`src/rtl/subtract_divider_pkg.sv`:
```
// rtl/subtract_divider_pkg.sv - shared width default and FSM encodings for subtract_divider
package subtract_divider_pkg;

  localparam int WIDTH_DEFAULT = 16;

  typedef logic [1:0] state_t;

  localparam logic [1:0] S_IDLE = 2'd0;
  localparam logic [1:0] S_RUN  = 2'd1;
  localparam logic [1:0] S_DONE = 2'd2;

  // Counter must be able to hold the value WIDTH itself.
  function automatic int cnt_width(input int w);
    return $clog2(w + 1);
  endfunction

endpackage

```
`src/rtl/subtract_divider_if.sv`:
```
// rtl/subtract_divider_if.sv - start/busy/done request bus between control unit and divider
interface subtract_divider_if
  import subtract_divider_pkg::*;
#(
  parameter int WIDTH = WIDTH_DEFAULT
) ();

  logic             start;
  logic [WIDTH-1:0] dividend;
  logic [WIDTH-1:0] divisor;
  logic             busy;
  logic             done;
  logic [WIDTH-1:0] quotient;
  logic [WIDTH-1:0] remainder;
  logic             div_by_zero;

  // Control unit side: issues requests, watches the handshake and results.
  modport master (
    output start, dividend, divisor,
    input  busy, done, quotient, remainder, div_by_zero
  );

  // Divider side.
  modport slave (
    input  start, dividend, divisor,
    output busy, done, quotient, remainder, div_by_zero
  );

endinterface

```
`src/rtl/subtract_divider_sub_stage.sv`:
```
// rtl/subtract_divider_sub_stage.sv - combinational trial subtractor with borrow out
module sub_stage
  import subtract_divider_pkg::*;
#(
  parameter int N = WIDTH_DEFAULT + 1
) (
  input  logic [N-1:0] a_i,
  input  logic [N-1:0] b_i,
  output logic [N-1:0] diff_o,
  output logic         borrow_out_o
);

  // Extend by one bit so the wrap-around of a - b lands in the borrow.
  always_comb begin
    {borrow_out_o, diff_o} = {1'b0, a_i} - {1'b0, b_i};
  end

endmodule

```
`src/rtl/subtract_divider.sv`:
```
// rtl/subtract_divider.sv - unsigned restoring divider, one quotient bit per clock
module subtract_divider
  import subtract_divider_pkg::*;
#(
  parameter int WIDTH = WIDTH_DEFAULT
) (
  input  logic              clk,
  input  logic              reset,
  subtract_divider_if.slave bus
);

  localparam int CNT_W = cnt_width(WIDTH);

  state_t           state_q, state_d;
  logic [CNT_W-1:0] cnt_q, cnt_d;
  logic [WIDTH-1:0] dvd_q, dvd_d;       // dividend shift register
  logic [WIDTH-1:0] dsr_q, dsr_d;       // latched divisor
  logic [WIDTH:0]   rem_q, rem_d;       // partial remainder
  logic [WIDTH-1:0] quo_q, quo_d;       // quotient being assembled
  logic [WIDTH-1:0] quo_out_q, quo_out_d;
  logic [WIDTH-1:0] rem_out_q, rem_out_d;
  logic             dbz_q, dbz_d;

  logic [WIDTH:0]   shifted;
  logic [WIDTH:0]   trial_diff;
  logic             trial_borrow;

  // The partial remainder is always below the divisor, so its top bit is
  // zero and dropping it in the shift loses nothing.
  assign shifted = {rem_q[WIDTH-1:0], dvd_q[WIDTH-1]};

  sub_stage #(.N(WIDTH + 1)) u_sub_stage (
    .a_i          (shifted),
    .b_i          ({1'b0, dsr_q}),
    .diff_o       (trial_diff),
    .borrow_out_o (trial_borrow)
  );

  // Next-state and datapath update; a new request is accepted outside RUN only.
  always_comb begin
    state_d   = state_q;
    cnt_d     = cnt_q;
    dvd_d     = dvd_q;
    dsr_d     = dsr_q;
    rem_d     = rem_q;
    quo_d     = quo_q;
    quo_out_d = quo_out_q;
    rem_out_d = rem_out_q;
    dbz_d     = dbz_q;
    case (state_q)
      S_RUN: begin
        rem_d = trial_borrow ? shifted : trial_diff;
        dvd_d = {dvd_q[WIDTH-2:0], 1'b0};
        quo_d = {quo_q[WIDTH-2:0], ~trial_borrow};
        cnt_d = cnt_q - CNT_W'(1);
        if (cnt_q == CNT_W'(1)) begin
          state_d   = S_DONE;
          quo_out_d = quo_d;
          rem_out_d = rem_d[WIDTH-1:0];
        end
      end
      default: begin
        // IDLE, DONE and any unreachable encoding fall back to IDLE.
        state_d = S_IDLE;
        if (bus.start) begin
          dbz_d = (bus.divisor == '0);
          if (bus.divisor == '0) begin
            state_d   = S_DONE;
            quo_out_d = '1;
            rem_out_d = bus.dividend;
          end else begin
            state_d = S_RUN;
            dvd_d   = bus.dividend;
            dsr_d   = bus.divisor;
            rem_d   = '0;
            quo_d   = '0;
            cnt_d   = CNT_W'(WIDTH);
          end
        end
      end
    endcase
  end

  // State registers; reset aborts any operation in flight at once.
  always_ff @(posedge clk or posedge reset) begin
    if (reset) begin
      state_q   <= S_IDLE;
      cnt_q     <= '0;
      dvd_q     <= '0;
      dsr_q     <= '0;
      rem_q     <= '0;
      quo_q     <= '0;
      quo_out_q <= '0;
      rem_out_q <= '0;
      dbz_q     <= 1'b0;
    end else begin
      state_q   <= state_d;
      cnt_q     <= cnt_d;
      dvd_q     <= dvd_d;
      dsr_q     <= dsr_d;
      rem_q     <= rem_d;
      quo_q     <= quo_d;
      quo_out_q <= quo_out_d;
      rem_out_q <= rem_out_d;
      dbz_q     <= dbz_d;
    end
  end

  assign bus.busy        = (state_q == S_RUN);
  assign bus.done        = (state_q == S_DONE);
  assign bus.quotient    = quo_out_q;
  assign bus.remainder   = rem_out_q;
  assign bus.div_by_zero = dbz_q;

endmodule

```
`src/flat_wrapper.sv`:
```
// flat-port wrapper written by rule: the top's interface ports become plain ports
module subtract_divider_flat import subtract_divider_pkg::*;
#(
  parameter int WIDTH = WIDTH_DEFAULT
)
  (clk, reset, bus_start, bus_dividend, bus_divisor, bus_busy, bus_done, bus_quotient, bus_remainder, bus_div_by_zero);
  subtract_divider_if #(.WIDTH(WIDTH)) bus_i ();
  input  logic clk;
  input  logic reset;
  input wire logic [$bits(bus_i.start)-1:0] bus_start;
  input wire logic [$bits(bus_i.dividend)-1:0] bus_dividend;
  input wire logic [$bits(bus_i.divisor)-1:0] bus_divisor;
  output wire logic [$bits(bus_i.busy)-1:0] bus_busy;
  output wire logic [$bits(bus_i.done)-1:0] bus_done;
  output wire logic [$bits(bus_i.quotient)-1:0] bus_quotient;
  output wire logic [$bits(bus_i.remainder)-1:0] bus_remainder;
  output wire logic [$bits(bus_i.div_by_zero)-1:0] bus_div_by_zero;
  assign bus_i.start = bus_start;
  assign bus_i.dividend = bus_dividend;
  assign bus_i.divisor = bus_divisor;
  assign bus_busy = bus_i.busy;
  assign bus_done = bus_i.done;
  assign bus_quotient = bus_i.quotient;
  assign bus_remainder = bus_i.remainder;
  assign bus_div_by_zero = bus_i.div_by_zero;
  subtract_divider #(.WIDTH(WIDTH)) u_core (.clk(clk), .reset(reset), .bus(bus_i));
endmodule
```
`config.mk`:
```
export PLATFORM = sky130hd
export DESIGN_NAME = subtract_divider_flat
export DESIGN_NICKNAME = d
export VERILOG_FILES = /design/src/rtl/subtract_divider_pkg.sv /design/src/rtl/subtract_divider_if.sv /design/src/rtl/subtract_divider_sub_stage.sv /design/src/rtl/subtract_divider.sv /design/src/flat_wrapper.sv
export SDC_FILE = /design/constraint.sdc
export NUM_CORES = 1
export LEC_CHECK = 0
export ABC_AREA = 1
export ABC_CLOCK_PERIOD_IN_PS = 3800
export CAP_MARGIN = 30
export CELL_PAD_IN_SITES_DETAIL_PLACEMENT = 0
export CELL_PAD_IN_SITES_GLOBAL_PLACEMENT = 1
export CORE_UTILIZATION = 41
export DETAILED_ROUTE_END_ITERATION = 10
export PLACE_DENSITY_LB_ADDON = 0.1
export SLEW_MARGIN = 5
export SYNTH_ARGS = -nofsm -noshare
export SYNTH_HDL_FRONTEND = slang
export SYNTH_SLANG_ARGS = --single-unit
```
`constraint.sdc`:
```
create_clock -name clk -period 3.8 [get_ports clk]
set_input_delay 0.38 -clock clk [delete_from_list [all_inputs] [get_ports clk]]
set_output_delay 0.38 -clock clk [all_outputs]
set_load 0.1 [all_outputs]
```
==> results of run 1 <==
==> logic make-up after synthesis <==
group,after synthesis,synth area share
xor gates and xnor gates,8,0.0127
AOI/OAI and AO/OA,66,0.0708
adders and majority gates,19,0.0443
and+or+nand+nor,398,0.309
buffers and inverters,136,0.0979
DFF,103,0.466
==> layout by cell type, fill, tap and decap left out, types with 14 or more instances in the layout <==
master,count
nand3_1,65
nand2_1,223
ha_1,18
dfrtp_1,103
nor2_1,60
clkdlybuf4s50_1,68
a22oi_1,14
inv_1,108
o21ai_0,34
nand4_1,20
or2_2,16
==> stage by stage <==
stage / area, um^2 / hold WS [ns] / util / setup WS (ns)
floorplan: 5540 / 0.448 / - / 0.716
global placement: 6390 / 0.453 / 0.485 / 1.18
detailed placement: 6410 / 0.458 / 0.486 / 1.09
CTS: 6690 / 0.476 / 0.507 / 1.27
global route: 6690 / 0.493 / 0.507 / 1.15
finish: 6690 / 0.469 / 0.507 / 1.31
==> area by class of cell <==
type | count | area [um^2] | area share
Inverter | 110 | 415 | 0.0621
Timing Repair Buffer | 80 | 778 | 0.116
Clock buffer | 11 | 243 | 0.0363
Tap cell | 176 | 220 | 0.0329
Sequential cell | 103 | 2580 | 0.385
Clock inverter | 5 | 38.8 | 0.00580
Multi-Input combinational cell | 491 | 2420 | 0.361
==> per-layer routing <==
metal	vias up	part of all wire	wire (um)	track usage
li1	2417	-	-	-
met2	103	0.49	6650	0.363
met3	20	0.037	493	0.0391
met1	2232	0.45	6100	0.263
met5	-	0	0	0
met4	0	0.018	245	0.0777
==> sequential cells by signal (all words and copies together) (netlist names) <==
register / flops
u_core.dsr_q: 16
u_core.state_q: 2
u_core.quo_q: 15
u_core.bus.div_by_zero: 1
u_core.rem_q: 16
u_core.bus.quotient: 16
u_core.bus.remainder: 16
u_core.dvd_q: 16
u_core.cnt_q: 5
==> path summary, 6_finish.rpt <==
path                            depth (start not counted)                             endpoint  slack (ns)
worst max register to register                         11  u_core.bus.remainder[3]$_DFFE_PP0P_        1.41
worst min register to register                          2  u_core.bus.quotient[13]$_DFFE_PP0P_        0.47
min in group asynchronous                               2   u_core.bus.quotient[5]$_DFFE_PP0P_        0.51
max in group asynchronous                               3         u_core.rem_q[12]$_DFFE_PP0P_        2.46
worst min-delay path                                    2  u_core.bus.quotient[13]$_DFFE_PP0P_        0.47
worst max-delay path                                    5                             bus_busy        1.31
==> worst reg2reg max path, delay by kind of cell (launching register included) <==
kind,cells,cell delay (ns)
buf+inv,5,1.05
flops,1,0.37
simple gates,6,0.88
==> results.py, run 1 <==
metrics = {
    "setup_path": {
        "critical_path.slowest_cell": "inv_2",
        "cpLargestDelayFamily": "buffers and inverters",
        "cp.buffers_inverters": 4,
        "worst_path_largest_cell_delay_ns": 0.39,
        "cp-start-kind": "flop",
        "ws_path_type": "flop to output pin",
        "startpoint": "u_core.state_q[1]$_DFFE_PP0P_",
        "critPathCaptureType": "output pin",
        "cp_cell_sequence": "inv_1 > nand2_2 > inv_2 > buf_4 > buf_4",
        "regToRegStartpoint": "u_core.state_q[1]$_DFFE_PP0P_",
        "cp_data_arrival_time_ns": 2.11,
        "critPathRequiredTime_ns": 3.42,
        "worstPathMaxFanout": 25,
        "timing.critical_path.mode_cell": "buf_4",
    },
    "die": {
        "dieWidth_um": 118,
        "std_cell_rows": 42,
        "floorplan.initialDensity": 0.420,
        "die_area_um2": 14000,
        "core_footprint_um2": 13200,
        "die_h_um": 118,
        "design.portCount": 70,
    },
    "clock_network": {
        "tritoncts": "done",
        "clockRootBuffer": "clkbuf_16",
        "ctsLongestPathBuffers": 2,
        "clk_pin_slew_ns": 0.07,
        "numCtsBuffers": 9,
        "hold_buffers": 0,
        "post_cts_resized": 0,
        "cts_post_setup_buffers_inserted": 0,
        "clk_latency_ns": 0.36,
        "cts.sink_count": 103,
        "htreeDepth": 3,
    },
    "placed_design": {
        "total_half_perimeter_wirelength_after_legalization_and_detailed_placement_um": 10000,
        "io_buffer_count": 69,
        "globalplace.congestion": 0.872,
        "placed_cells_incl_taps": 960,
    },
    "global_route": {
        "grt_first_pass_wirelength_um": 23200,
        "grt_max_degree": 60,
        "first_global_vias": 4745,
        "globalRoute.totalOverflow": 0,
        "antenna_found_initial": 0,
        "grt.total_usage": 0.211,
    },
    "flow_run": {
        "maxCapViolations": 0,
    },
    "sta": {
        "report.final.hold_viol_count": 0,
        "max_slew.worst_pin.slew_ns": 0.982,
        "timing.max_slew.rel_slack": 0.343,
        "min_period_over_period": 0.656,
        "slew_violations": 0,
        "timing.clock.skew_ns": 0.00865,
        "tns_ns": 0,
        "grt_setup_unrepaired": "false",
        "layout_min_cycle_time_ns": 2.49,
        "max_freq_mhz": 401,
        "setup-violations-final": 0,
    },
    "final_layout": {
        "drive_above_1_share": 0.0700,
        "nNetsFinal": 849,
        "antenna_cells_inserted": 0,
        "nFillCells": 1336,
        "final_cells": 976,
        "syn2layout_area_growth_pct": 20.9,
    },
    "drt": {
        "totalWireLength_um": 13500,
        "drcViolationCount": 0,
        "detailedRoute.firstIterationViolations": 267,
        "drt_pre_antenna_iters": 4,
        "post_drt_via_cell_ratio": 4.89,
        "ant_nets": 0,
        "dr_total_vias": 4772,
        "avgRoutedWirePerCell_um": 13.8,
    },
    "yosys": {
        "average_footprint_of_a_synthesized_cell_um2": 7.58,
        "synth_top_area_frac": 0.466,
        "synth_cells": 730,
        "synth_fp_nets": 784,
        "largest_area_contributor_in_the_netlist": "dfrtp_1",
        "ys_warns": 0,
        "synth_seq_cells": 103,
        "sequential_share_of_the_synthesized_area": 0.466,
        "netlist_top_cells_count": "223 x nand2_1, 110 x inv_1, 103 x dfrtp_1, 65 x nand3_1, 61 x nor2_1",
        "postSynth.asyncResetShare": 1.00,
        "netlist_area_um2": 5540,
        "synthFlopType": "dfrtp_1",
        "synth_enable_flop_cells": 0,
        "synth_cell_types": 32,
        "post_synth_main_area_contributors": "dfrtp_1 47%, nand2_1 15%, inv_1 7.5%",
        "most_common_cell_in_the_synthesized_netlist": "nand2_1",
    },
    "status": {
        "status": "completed",
    },
    "worst_hold_path": {
        "hold_path_startpoint": "u_core.bus.quotient[13]$_DFFE_PP0P_",
        "holdCritPathClass": "flop to flop",
    },
}
Power of run 1 is left out: the tool's default activity adds up to more than one toggle a clock period on the data nets, which glitch-free logic cannot reach.
==> run 2: changes to the inputs <==
ABC_CLOCK_PERIOD_IN_PS = 2009   (was 3800)
CORE_UTILIZATION = 37   (was 41)
clock period = 2.01 ns   (was 3.8 ns; I/O delays follow)
==> run 2 against run 1 <==
- first-iteration DRC count decreased by 7.5%
- register-to-register slack got worse by 1.3 ns
- worst hold slack got worse by 0.17 ns
- via count increased by 4.7%
- utilization increased by 1.6 points
- final cell count increased by 7.4%
- die area increased by 11%
- setup slack got worse by 1.2 ns
- sequential share of layout area decreased by 4.7 points
- highest routed layer unchanged
==> results.py, run 2 (same netlist as run 1, synthesis figures left out) <==
metrics = {
    "die": {
        "die_area_um2": 15500,
        "std_cell_rows": 44,
        "die_h_um": 124,
        "core_footprint_um2": 14600,
        "floorplan.initialDensity": 0.379,
        "design.portCount": 70,
        "dieWidth_um": 124,
    },
    "flow_run": {
        "maxCapViolations": 0,
    },
    "drt": {
        "totalWireLength_um": 14900,
        "drt_pre_antenna_iters": 7,
        "drcViolationCount": 0,
        "avgRoutedWirePerCell_um": 14.2,
        "post_drt_via_cell_ratio": 4.77,
        "dr_total_vias": 4997,
        "detailedRoute.firstIterationViolations": 247,
        "ant_nets": 0,
    },
    "setup_path": {
        "cp-start-kind": "flop",
        "rr_worst_depth": 13,
        "ws_path_type": "flop to flop",
        "regToRegStartpoint": "u_core.rem_q[9]$_DFFE_PP0P_",
        "worst_r2r_endpoint": "u_core.bus.remainder[15]$_DFFE_PP0P_",
        "worstPathMaxFanout": 8,
        "critPathRequiredTime_ns": 2.31,
        "critPathCaptureType": "flop",
        "reg2reg_slack_ns": 0.08,
        "cp_data_arrival_time_ns": 2.23,
    },
    "placed_design": {
        "globalplace.congestion": 0.806,
        "io_buffer_count": 69,
        "total_half_perimeter_wirelength_after_legalization_and_detailed_placement_um": 10400,
        "placed_cells_incl_taps": 1020,
        "placement.setup.worst_slack_ns": -0.0143,
    },
    "clock_network": {
        "clk_latency_ns": 0.36,
        "clockRootBuffer": "clkbuf_16",
        "htreeDepth": 3,
        "cts.sink_count": 103,
        "clk_pin_slew_ns": 0.08,
        "hold_buffers": 0,
        "tritoncts": "done",
        "numCtsBuffers": 9,
        "ctsLongestPathBuffers": 2,
    },
    "sta": {
        "min_period_over_period": 0.962,
        "setup-violations-final": 0,
        "max_freq_mhz": 517,
        "timing.max_slew.rel_slack": 0.696,
        "max_slew.worst_pin.slew_ns": 0.457,
        "final.hold.worst_slack_ns": 0.295,
        "timing.clock.skew_ns": 0.0148,
        "grt_setup_unrepaired": "true",
        "slew_violations": 0,
        "tns_ns": 0,
        "layout_min_cycle_time_ns": 1.93,
        "post-route-worst-setup-slack_ns": 0.0766,
        "report.final.hold_viol_count": 0,
    },
    "status": {
        "status": "completed",
    },
    "final_layout": {
        "drive_above_1_share": 0.255,
        "layout.cells.most_common": "nand2_1",
        "final_cells": 1048,
        "syn2layout_area_growth_pct": 37.9,
        "antenna_cells_inserted": 0,
        "nNetsFinal": 913,
        "final_cell_mix": "203 x nand2_1, 101 x dfrtp_1, 99 x buf_4",
    },
    "worst_hold_path": {
        "holdCritPathClass": "input pin to asynchronous set/reset pin",
    },
    "global_route": {
        "grt.total_usage": 0.196,
        "globalRoute.totalOverflow": 0,
        "first_global_vias": 4824,
        "antenna_found_initial": 0,
        "grt_first_pass_wirelength_um": 24300,
        "grt_max_degree": 81,
    },
}
==> run 2: cell count changes in the layout (fill, tap and decap cells not counted), sizes merged <==
cell / delta
inv: -2
bufinv: +2
buf: +97
clkbuf: -1
clkinvlp: +1
clkinv: +1
clkdlybuf4s50: -34
==> run 2: worst max-delay path by stage <==
stage,start,end,slack (ns),cells after the start
final,u_core.rem_q[9]$_DFFE_PP0P_,u_core.bus.remainder[15]$_DFFE_PP0P_,0.08,13
after detailed placement,u_core.rem_q[7]$_DFFE_PP0P_,u_core.bus.remainder[6]$_DFFE_PP0P_,-0.01,13
after floorplan,u_core.rem_q[11]$_DFFE_PP0P_,u_core.bus.remainder[1]$_DFFE_PP0P_,0.07,12
after CTS,u_core.rem_q[8]$_DFFE_PP0P_,u_core.bus.remainder[14]$_DFFE_PP0P_,0.004,12
after global placement,u_core.rem_q[11]$_DFFE_PP0P_,u_core.bus.remainder[10]$_DFFE_PP0P_,0.007,13
after global routing,u_core.rem_q[13]$_DFFE_PP0P_,u_core.bus.remainder[15]$_DFFE_PP0P_,-0.03,11
==> run 2: per-layer routing <==
metal,global-route usage,part of all wire,wire length (um)
met1,0.285,0.52,7690
met2,0.306,0.44,6610
met3,0.0301,0.033,496
met4,0.0468,0.0080,120
met5,0,0,0
==> run 2: final cells by class <==
| cell class | instances | area (um^2) |
|---|---|---|
| Clock buffer | 9 | 225 |
| Clock inverter | 7 | 124 |
| Fill cell | 1390 | 6960 |
| Inverter | 110 | 417 |
| Multi-Input combinational cell | 491 | 2750 |
| Sequential cell | 103 | 2580 |
| Tap cell | 184 | 230 |
| Timing Repair Buffer | 144 | 1310 |
==> run 2: through the flow <==
step                utilization  instance area [um^2]
finish                    0.523                  7630
global route              0.523                  7630
CTS                       0.494                  7210
detailed placement        0.468                  6830
global placement          0.468                  6830
floorplan                     -                  5540
==> run 2: critical path, stage by stage (launching register included) <==
cell,delay (ns)
dfrtp_1,0.44
ha_4,0.30
nand2_1,0.05
nand2_1,0.07
nand2_1,0.06
nand3_1,0.10
a21oi_2,0.06
buf_4,0.16
a21oi_4,0.21
clkbuf_16,0.20
nand2_1,0.07
nand3_2,0.06
nand2_1,0.05
inv_1,0.04
==> run 2: repair_timing <==
item,4_1_cts,5_1_grt
buffers inserted,0,11
gates cloned,0,1
pin swaps,0,16
resized for setup,5,72
setup endpoints to repair,11,25
Power of run 2 is left out for the same reason.
==> run 3: changes to the inputs <==
CTS_CLUSTER_DIAMETER = 80   (was default)
==> results of run 3 <==
Final layout, timing and power as in run 2 (identical DEF).
Power of run 3 is left out for the same reason.
